===== config.mk =====
export PLATFORM = sky130hd
export DESIGN_NAME = fence_flush_sequencer_flat
export DESIGN_NICKNAME = d
export VERILOG_FILES = /design/src/rtl/fence_flush_sequencer_if.sv /design/src/rtl/fence_flush_sequencer.sv /design/src/flat_wrapper.sv
export SDC_FILE = /design/constraint.sdc
export NUM_CORES = 1
export LEC_CHECK = 0
export BUFFER_PORTS_ARGS = -buffer_cell sky130_fd_sc_hd__buf_2
export CAP_MARGIN = 5
export CORE_UTILIZATION = 61
export CTS_BUF_LIST = sky130_fd_sc_hd__clkbuf_2
export DETAILED_ROUTE_END_ITERATION = 8
export PLACE_DENSITY = 0.94
export SLEW_MARGIN = 20
export SYNTH_ARGS = -nofsm -noshare
export SYNTH_HDL_FRONTEND = slang
export SYNTH_SLANG_ARGS = --single-unit

===== constraint.sdc =====
create_clock -name clk_i -period 4.87 [get_ports clk_i]
set_clock_uncertainty 0.2 [all_clocks]
set_input_delay 0.974 -clock clk_i [delete_from_list [all_inputs] [get_ports clk_i]]
set_output_delay 0.974 -clock clk_i [all_outputs]
set_load 0.005 [all_outputs]

===== src/rtl/fence_flush_sequencer_if.sv =====
`default_nettype none
// ============================================================================
// Module      : fence_flush_sequencer_if
// Description : Bundles the commit-side request, store-buffer status, D$
//               flush handshake and flush/ack outputs of the fence flush
//               sequencer.
//               slave  - seen by the sequencer (requests in, flushes out)
//               master - seen by the commit stage / caches driving it
// Signals     : req_valid_i, req_type_i[1:0], halt_i, no_st_pending_i,
//               dcache_flush_ack_i            (toward sequencer)
//               dcache_flush_o, icache_flush_o, tlb_flush_o,
//               flush_pipeline_o, done_o, busy_o, drain_timeout_o,
//               state_o[2:0]                  (from sequencer)
// Revision    : 1.0 - initial release
// ============================================================================
interface fence_flush_sequencer_if;
  logic       req_valid_i;
  logic [1:0] req_type_i;
  logic       halt_i;
  logic       no_st_pending_i;
  logic       dcache_flush_ack_i;
  logic       dcache_flush_o;
  logic       icache_flush_o;
  logic       tlb_flush_o;
  logic       flush_pipeline_o;
  logic       done_o;
  logic       busy_o;
  logic       drain_timeout_o;
  logic [2:0] state_o;

  modport slave (
    input  req_valid_i, req_type_i, halt_i, no_st_pending_i, dcache_flush_ack_i,
    output dcache_flush_o, icache_flush_o, tlb_flush_o, flush_pipeline_o,
           done_o, busy_o, drain_timeout_o, state_o
  );

  modport master (
    output req_valid_i, req_type_i, halt_i, no_st_pending_i, dcache_flush_ack_i,
    input  dcache_flush_o, icache_flush_o, tlb_flush_o, flush_pipeline_o,
           done_o, busy_o, drain_timeout_o, state_o
  );
endinterface
`default_nettype wire


===== src/rtl/fence_flush_sequencer.sv =====
`default_nettype none
// ============================================================================
// Module      : fence_flush_sequencer
// Description : Sequences the side effects of fence-class instructions
//               retiring on commit port 0 (FENCE, FENCE.I, SFENCE.VMA and
//               external D$ flush): store-buffer drain -> D$ flush ->
//               I$ or TLB flush -> pipeline flush + commit acknowledge.
// Ports       : clk_i  - clock, rising edge
//               rst_i  - synchronous active-high reset
//               bus    - fence_flush_sequencer_if.slave (request, drain
//                        status, D$ handshake, flush pulses, status/debug)
// Parameters  : DRAIN_TIMEOUT - drain cycles before drain_timeout_o asserts
//                               (must be >= 1)
// Revision    : 1.0 - initial release
// ============================================================================
module fence_flush_sequencer #(
  parameter int DRAIN_TIMEOUT = 255
) (
  input  logic                    clk_i,
  input  logic                    rst_i,
  fence_flush_sequencer_if.slave  bus
);

  localparam int                 c_CNT_W   = $clog2(DRAIN_TIMEOUT + 1);
  localparam logic [c_CNT_W-1:0] c_CNT_MAX = c_CNT_W'(DRAIN_TIMEOUT);

  localparam logic [1:0] c_TYPE_FENCE_I    = 2'd1;
  localparam logic [1:0] c_TYPE_SFENCE_VMA = 2'd2;

  typedef enum logic [2:0] {
    S_IDLE   = 3'd0,
    S_DRAIN  = 3'd1,
    S_DFLUSH = 3'd2,
    S_IFLUSH = 3'd3,
    S_TLBFL  = 3'd4,
    S_DONE   = 3'd5
  } state_t;

  state_t             r_state;
  logic [1:0]         r_type;
  logic [c_CNT_W-1:0] r_cnt;
  logic               r_dflush;
  logic               r_iflush;
  logic               r_tlb;
  logic               r_flpipe;
  logic               r_done;
  logic               r_timeout;

  logic [c_CNT_W-1:0] w_cnt_inc;

  // Saturating drain counter increment.
  assign w_cnt_inc = (r_cnt == c_CNT_MAX) ? r_cnt : r_cnt + 1'b1;

  // Outputs are registered alongside the state: each branch sets the output
  // registers for the state it is moving into, so every output is a flop.
  always_ff @(posedge clk_i) begin
    if (rst_i) begin
      r_state   <= S_IDLE;
      r_type    <= 2'd0;
      r_cnt     <= '0;
      r_dflush  <= 1'b0;
      r_iflush  <= 1'b0;
      r_tlb     <= 1'b0;
      r_flpipe  <= 1'b0;
      r_done    <= 1'b0;
      r_timeout <= 1'b0;
    end else begin
      r_dflush  <= 1'b0;
      r_iflush  <= 1'b0;
      r_tlb     <= 1'b0;
      r_flpipe  <= 1'b0;
      r_done    <= 1'b0;
      r_timeout <= 1'b0;
      r_cnt     <= '0;
      case (r_state)
        S_IDLE: begin
          if (bus.req_valid_i && !bus.halt_i) begin
            r_state <= S_DRAIN;
            r_type  <= bus.req_type_i;
          end
        end
        S_DRAIN: begin
          // Abort wins over drain completion: nothing has been issued yet.
          if (!bus.req_valid_i || bus.halt_i) begin
            r_state <= S_IDLE;
          end else if (bus.no_st_pending_i) begin
            if (r_type == c_TYPE_SFENCE_VMA) begin
              r_state <= S_TLBFL;
              r_tlb   <= 1'b1;
            end else begin
              r_state  <= S_DFLUSH;
              r_dflush <= 1'b1;
            end
          end else begin
            r_cnt     <= w_cnt_inc;
            r_timeout <= (w_cnt_inc == c_CNT_MAX);
          end
        end
        S_DFLUSH: begin
          // Once issued the D$ flush always runs to completion.
          if (bus.dcache_flush_ack_i) begin
            if (r_type == c_TYPE_FENCE_I) begin
              r_state  <= S_IFLUSH;
              r_iflush <= 1'b1;
            end else begin
              r_state  <= S_DONE;
              r_flpipe <= 1'b1;
              r_done   <= 1'b1;
            end
          end else begin
            r_dflush <= 1'b1;
          end
        end
        S_IFLUSH, S_TLBFL: begin
          r_state  <= S_DONE;
          r_flpipe <= 1'b1;
          r_done   <= 1'b1;
        end
        S_DONE: begin
          r_state <= S_IDLE;
        end
        default: begin
          r_state <= S_IDLE;
        end
      endcase
    end
  end

  assign bus.dcache_flush_o   = r_dflush;
  assign bus.icache_flush_o   = r_iflush;
  assign bus.tlb_flush_o      = r_tlb;
  assign bus.flush_pipeline_o = r_flpipe;
  assign bus.done_o           = r_done;
  assign bus.drain_timeout_o  = r_timeout;
  assign bus.busy_o           = (r_state != S_IDLE);
  assign bus.state_o          = r_state;

endmodule
`default_nettype wire

===== src/flat_wrapper.sv =====
// flat-port wrapper written by rule: the top's interface ports become plain ports
module fence_flush_sequencer_flat 
#(
  parameter int DRAIN_TIMEOUT = 255
)
  (clk_i, rst_i, bus_req_valid_i, bus_req_type_i, bus_halt_i, bus_no_st_pending_i, bus_dcache_flush_ack_i, bus_dcache_flush_o, bus_icache_flush_o, bus_tlb_flush_o, bus_flush_pipeline_o, bus_done_o, bus_busy_o, bus_drain_timeout_o, bus_state_o);
  fence_flush_sequencer_if bus_i ();
  input  logic clk_i;
  input  logic rst_i;
  input wire logic [$bits(bus_i.req_valid_i)-1:0] bus_req_valid_i;
  input wire logic [$bits(bus_i.req_type_i)-1:0] bus_req_type_i;
  input wire logic [$bits(bus_i.halt_i)-1:0] bus_halt_i;
  input wire logic [$bits(bus_i.no_st_pending_i)-1:0] bus_no_st_pending_i;
  input wire logic [$bits(bus_i.dcache_flush_ack_i)-1:0] bus_dcache_flush_ack_i;
  output wire logic [$bits(bus_i.dcache_flush_o)-1:0] bus_dcache_flush_o;
  output wire logic [$bits(bus_i.icache_flush_o)-1:0] bus_icache_flush_o;
  output wire logic [$bits(bus_i.tlb_flush_o)-1:0] bus_tlb_flush_o;
  output wire logic [$bits(bus_i.flush_pipeline_o)-1:0] bus_flush_pipeline_o;
  output wire logic [$bits(bus_i.done_o)-1:0] bus_done_o;
  output wire logic [$bits(bus_i.busy_o)-1:0] bus_busy_o;
  output wire logic [$bits(bus_i.drain_timeout_o)-1:0] bus_drain_timeout_o;
  output wire logic [$bits(bus_i.state_o)-1:0] bus_state_o;
  assign bus_i.req_valid_i = bus_req_valid_i;
  assign bus_i.req_type_i = bus_req_type_i;
  assign bus_i.halt_i = bus_halt_i;
  assign bus_i.no_st_pending_i = bus_no_st_pending_i;
  assign bus_i.dcache_flush_ack_i = bus_dcache_flush_ack_i;
  assign bus_dcache_flush_o = bus_i.dcache_flush_o;
  assign bus_icache_flush_o = bus_i.icache_flush_o;
  assign bus_tlb_flush_o = bus_i.tlb_flush_o;
  assign bus_flush_pipeline_o = bus_i.flush_pipeline_o;
  assign bus_done_o = bus_i.done_o;
  assign bus_busy_o = bus_i.busy_o;
  assign bus_drain_timeout_o = bus_i.drain_timeout_o;
  assign bus_state_o = bus_i.state_o;
  fence_flush_sequencer #(.DRAIN_TIMEOUT(DRAIN_TIMEOUT)) u_core (.clk_i(clk_i), .rst_i(rst_i), .bus(bus_i));
endmodule

==> impl_results.md <==
- Sequential power share: 0.641
- Critical Path End Type: output pin
- Crit-path cells: nor2_1, nand2_1, buf_2
- Area Overhead vs Synth: 6.456%
- Number of max-cap violations: 0
- Post-CTS Resized: 0
- Tmin final: approximately 2.4 ns
- DRC violations left: 0
- Root Buffer: clkbuf_2
- Met2 WL post-DR: 1.025 mm
- Final WL: 2.314 mm
- Initial Utilization: 0.6664
- Final setup viols: 0
- Final Slew Violations: 0
- Clock slew at reported path FFs: ~0.17 ns
- Num rows: 14
- Initial antenna violation count: 0
- Routability cong.: 0.9617
- Largest family of logic cells by synthesized area: simple AND/OR/NAND/NOR gates
- Fin nets: 150
- Setup Fix Bufs, Post-CTS: 0
- FF+latch count, synth: 18
- Met1 WL: 1.019 mm
- Setup TNS: 0 ns
- Most frequent cells in the layout: 18 x dfxtp_1, 17 x buf_2, 13 x nor2_1, 12 x nand2_1, 9 x a21oi_1
- Combinational share of power: 0.091
- Full die area: 1852 um2
- CP Class: reg -> out
- Hold WS: 0.3438 ns
- Internal: 0.0001769 W
- Cell accounting for the most synthesized area: dfxtp_1
- Port Buf Inserts: 17
- Antenna cells: 0
- Mux share of post-synthesis cell area: 0.02923
- Layout cells sized above 1: 0.1799
- Synth Net Count: 137
- Final worst path period share: 0.4953
- H-tree depth: 1
- Vias in the first global route: 860
- Synth Area in Simple Gates: 0.3301
- Top routing layer in use: met4
- Post-synthesis async set-or-reset flop share: 0
- Status: complete, no violations
- Startpoint types: register
- Drt initial violations: 73
- CTS Buf Count: 3
- Synthesis Warnings: 0
- Largest net degree at the start of global routing: 13
- Clock Power Share: 0.268
- CP required: 3.70 ns
- Num ports: 18
- Drt first pass iters: 4
- Worst slew margin: 0.6869
- Switching share of power: 0.2603
- Fillers: 129
- Mean Syn Cell Area: between 8 and 9 um2
- Max IR drop VDD: ~150 uV
- Worst slew pin tran: 0.4631 ns
- Adder-Cell Fraction of Synth Area: 0.01218
- Total clock sinks: 18
- F_max: 414.5 MHz
- RSZ-0062 raised after global routing: false
- Met3 WL: 205 um
- First-pass GRT wire length: 3.815 mm
- Die Span Y: 43.04 um
- CTS tree: yes
- Synth cell types: 43
- DP HPWL: 1.667 mm
- Worst-skew pair later-pin latency: 0.32 ns
- Most common cell after layout, fill and taps aside: dfxtp_1
- DR vias: 1021
- Antenna Nets Post-Route: 0
- WL per Instance: between 10 and 15 um
- Pwr Density: ~220 nW/um2
- Sequential share of the synthesized area: 0.3508
- Vias/cell: about 6.6
- Worst EP arrival: 1.24 ns
- Crit-path max cell delay: about 0.58 ns
- Post-synth EDFFs: 0
- P_leak: 0.4168 nW
- Final hold violations: 0
- Maximum number of buffers from clock root to sink: 2
- Power after layout: 0.0002391 W
- Yosys top cell area share: 0.3508
- Hold crit path type: reg -> reg
- Total track usage: 0.2794
- Hold buffer count at cts: 0
- Synth area leaders: dfxtp_1 35%, nor2_1 4.8%, a21oi_1 4.4%
- GRT overflow: 0
- Synthesized instance count: 128
- Sw power: between 0.00006 and 0.00007 W
- Core Region: 1541 um2
- Synth Area in Compound Gates: 0.2022
- Post-synthesis xor/xnor area fraction: 0.008526
- Die width: between 40 and 50 um
- Dominant synthesized flop cell: dfxtp_1
- Mapped cell area: a little over 1000 um2
- Worst-path fanout max: 12
- Slowest CP cell: dfxtp_1
per-stage QoR:
stage               area [um2]  std cells  setup slack [ns]  utilization
floorplan                 1027        128             2.690            -
global placement          1079        152             2.562       0.6997
detailed placement        1079        152             2.471       0.6997
CTS                       1094        155             2.480       0.7094
global route              1094        155             2.369       0.7094
finish                    1094        155             2.458       0.7094
flip-flops by register name (all words and copies together), names as in the netlist:
register                    count
u_core.bus.state_o              3
u_core.bus.tlb_flush_o          1
u_core.bus.drain_timeout_o      1
u_core.r_type                   2
u_core.bus.icache_flush_o       1
u_core.bus.dcache_flush_o       1
u_core.r_cnt                    8
u_core.bus.done_o               1
cell families after synthesis:
family,Yosys count
AND/OR/NAND/NOR,60
AO/OA/AOI/OAI,32
flip-flops,18
XOR/XNOR,1
adder cells (fa/ha/maj),1
buffers and inverters,13
multiplexers,3
Yosys cell counts (4+ instances only):
master / number
dfxtp_1: 18
nor2_1: 13
nand2_1: 12
a21oi_1: 9
nor3_1: 6
o21ai_0: 6
a31oi_1: 4
inv_1: 4
nand3_1: 4
critical path, delay by kind of cell (launching register included):
kind | cells | cell delay (ns)
flip-flops | 1 | 0.58
AND/OR/NAND/NOR | 2 | 0.24
buffers and inverters | 1 | 0.10
path summary, 6_finish.rpt:
kind	startpoint	endpoint	slack, ns	cells past startpoint
max	u_core.bus.state_o[2]	bus_busy_o	2.46	3
min	u_core.r_type[1]	u_core.bus.state_o[2]	0.34	2
max reg2reg	u_core.r_cnt[1]	u_core.r_cnt[3]	2.79	5
min reg2reg	u_core.r_type[1]	u_core.bus.state_o[2]	0.34	2
area by class of cell:
class                           instances  area, um2  area share
Clock buffer                            3      15.01     0.01373
Sequential cell                        18      360.3      0.3295
Inverter                                4      15.01     0.01373
Timing Repair Buffer                   17      85.08     0.07780
Tap cell                               16      20.02     0.01831
Multi-Input combinational cell         97      598.1      0.5469
power by group through the flow:
stage | logic (W) | registers, W | clock network (W)
finish | 0.0000217 | 0.000153 | 0.0000640
global route | 0.0000243 | 0.000154 | 0.0000703
CTS | 0.0000214 | 0.000153 | 0.0000633
detailed placement | 0.0000213 | 0.000156 | 0
global placement | 0.0000201 | 0.000156 | 0
floorplan | 0.0000153 | 0.000154 | 0
routing by layer:
metal / vias to the layer above / global-route usage
met4: 0 / 0.1576
met1: 465 / 0.3757
met3: 10 / 0.05106
met2: 55 / 0.4182
met5: - / 0
li1: 491 / -
No activity file was read; power rests on OpenSTA's default activity.
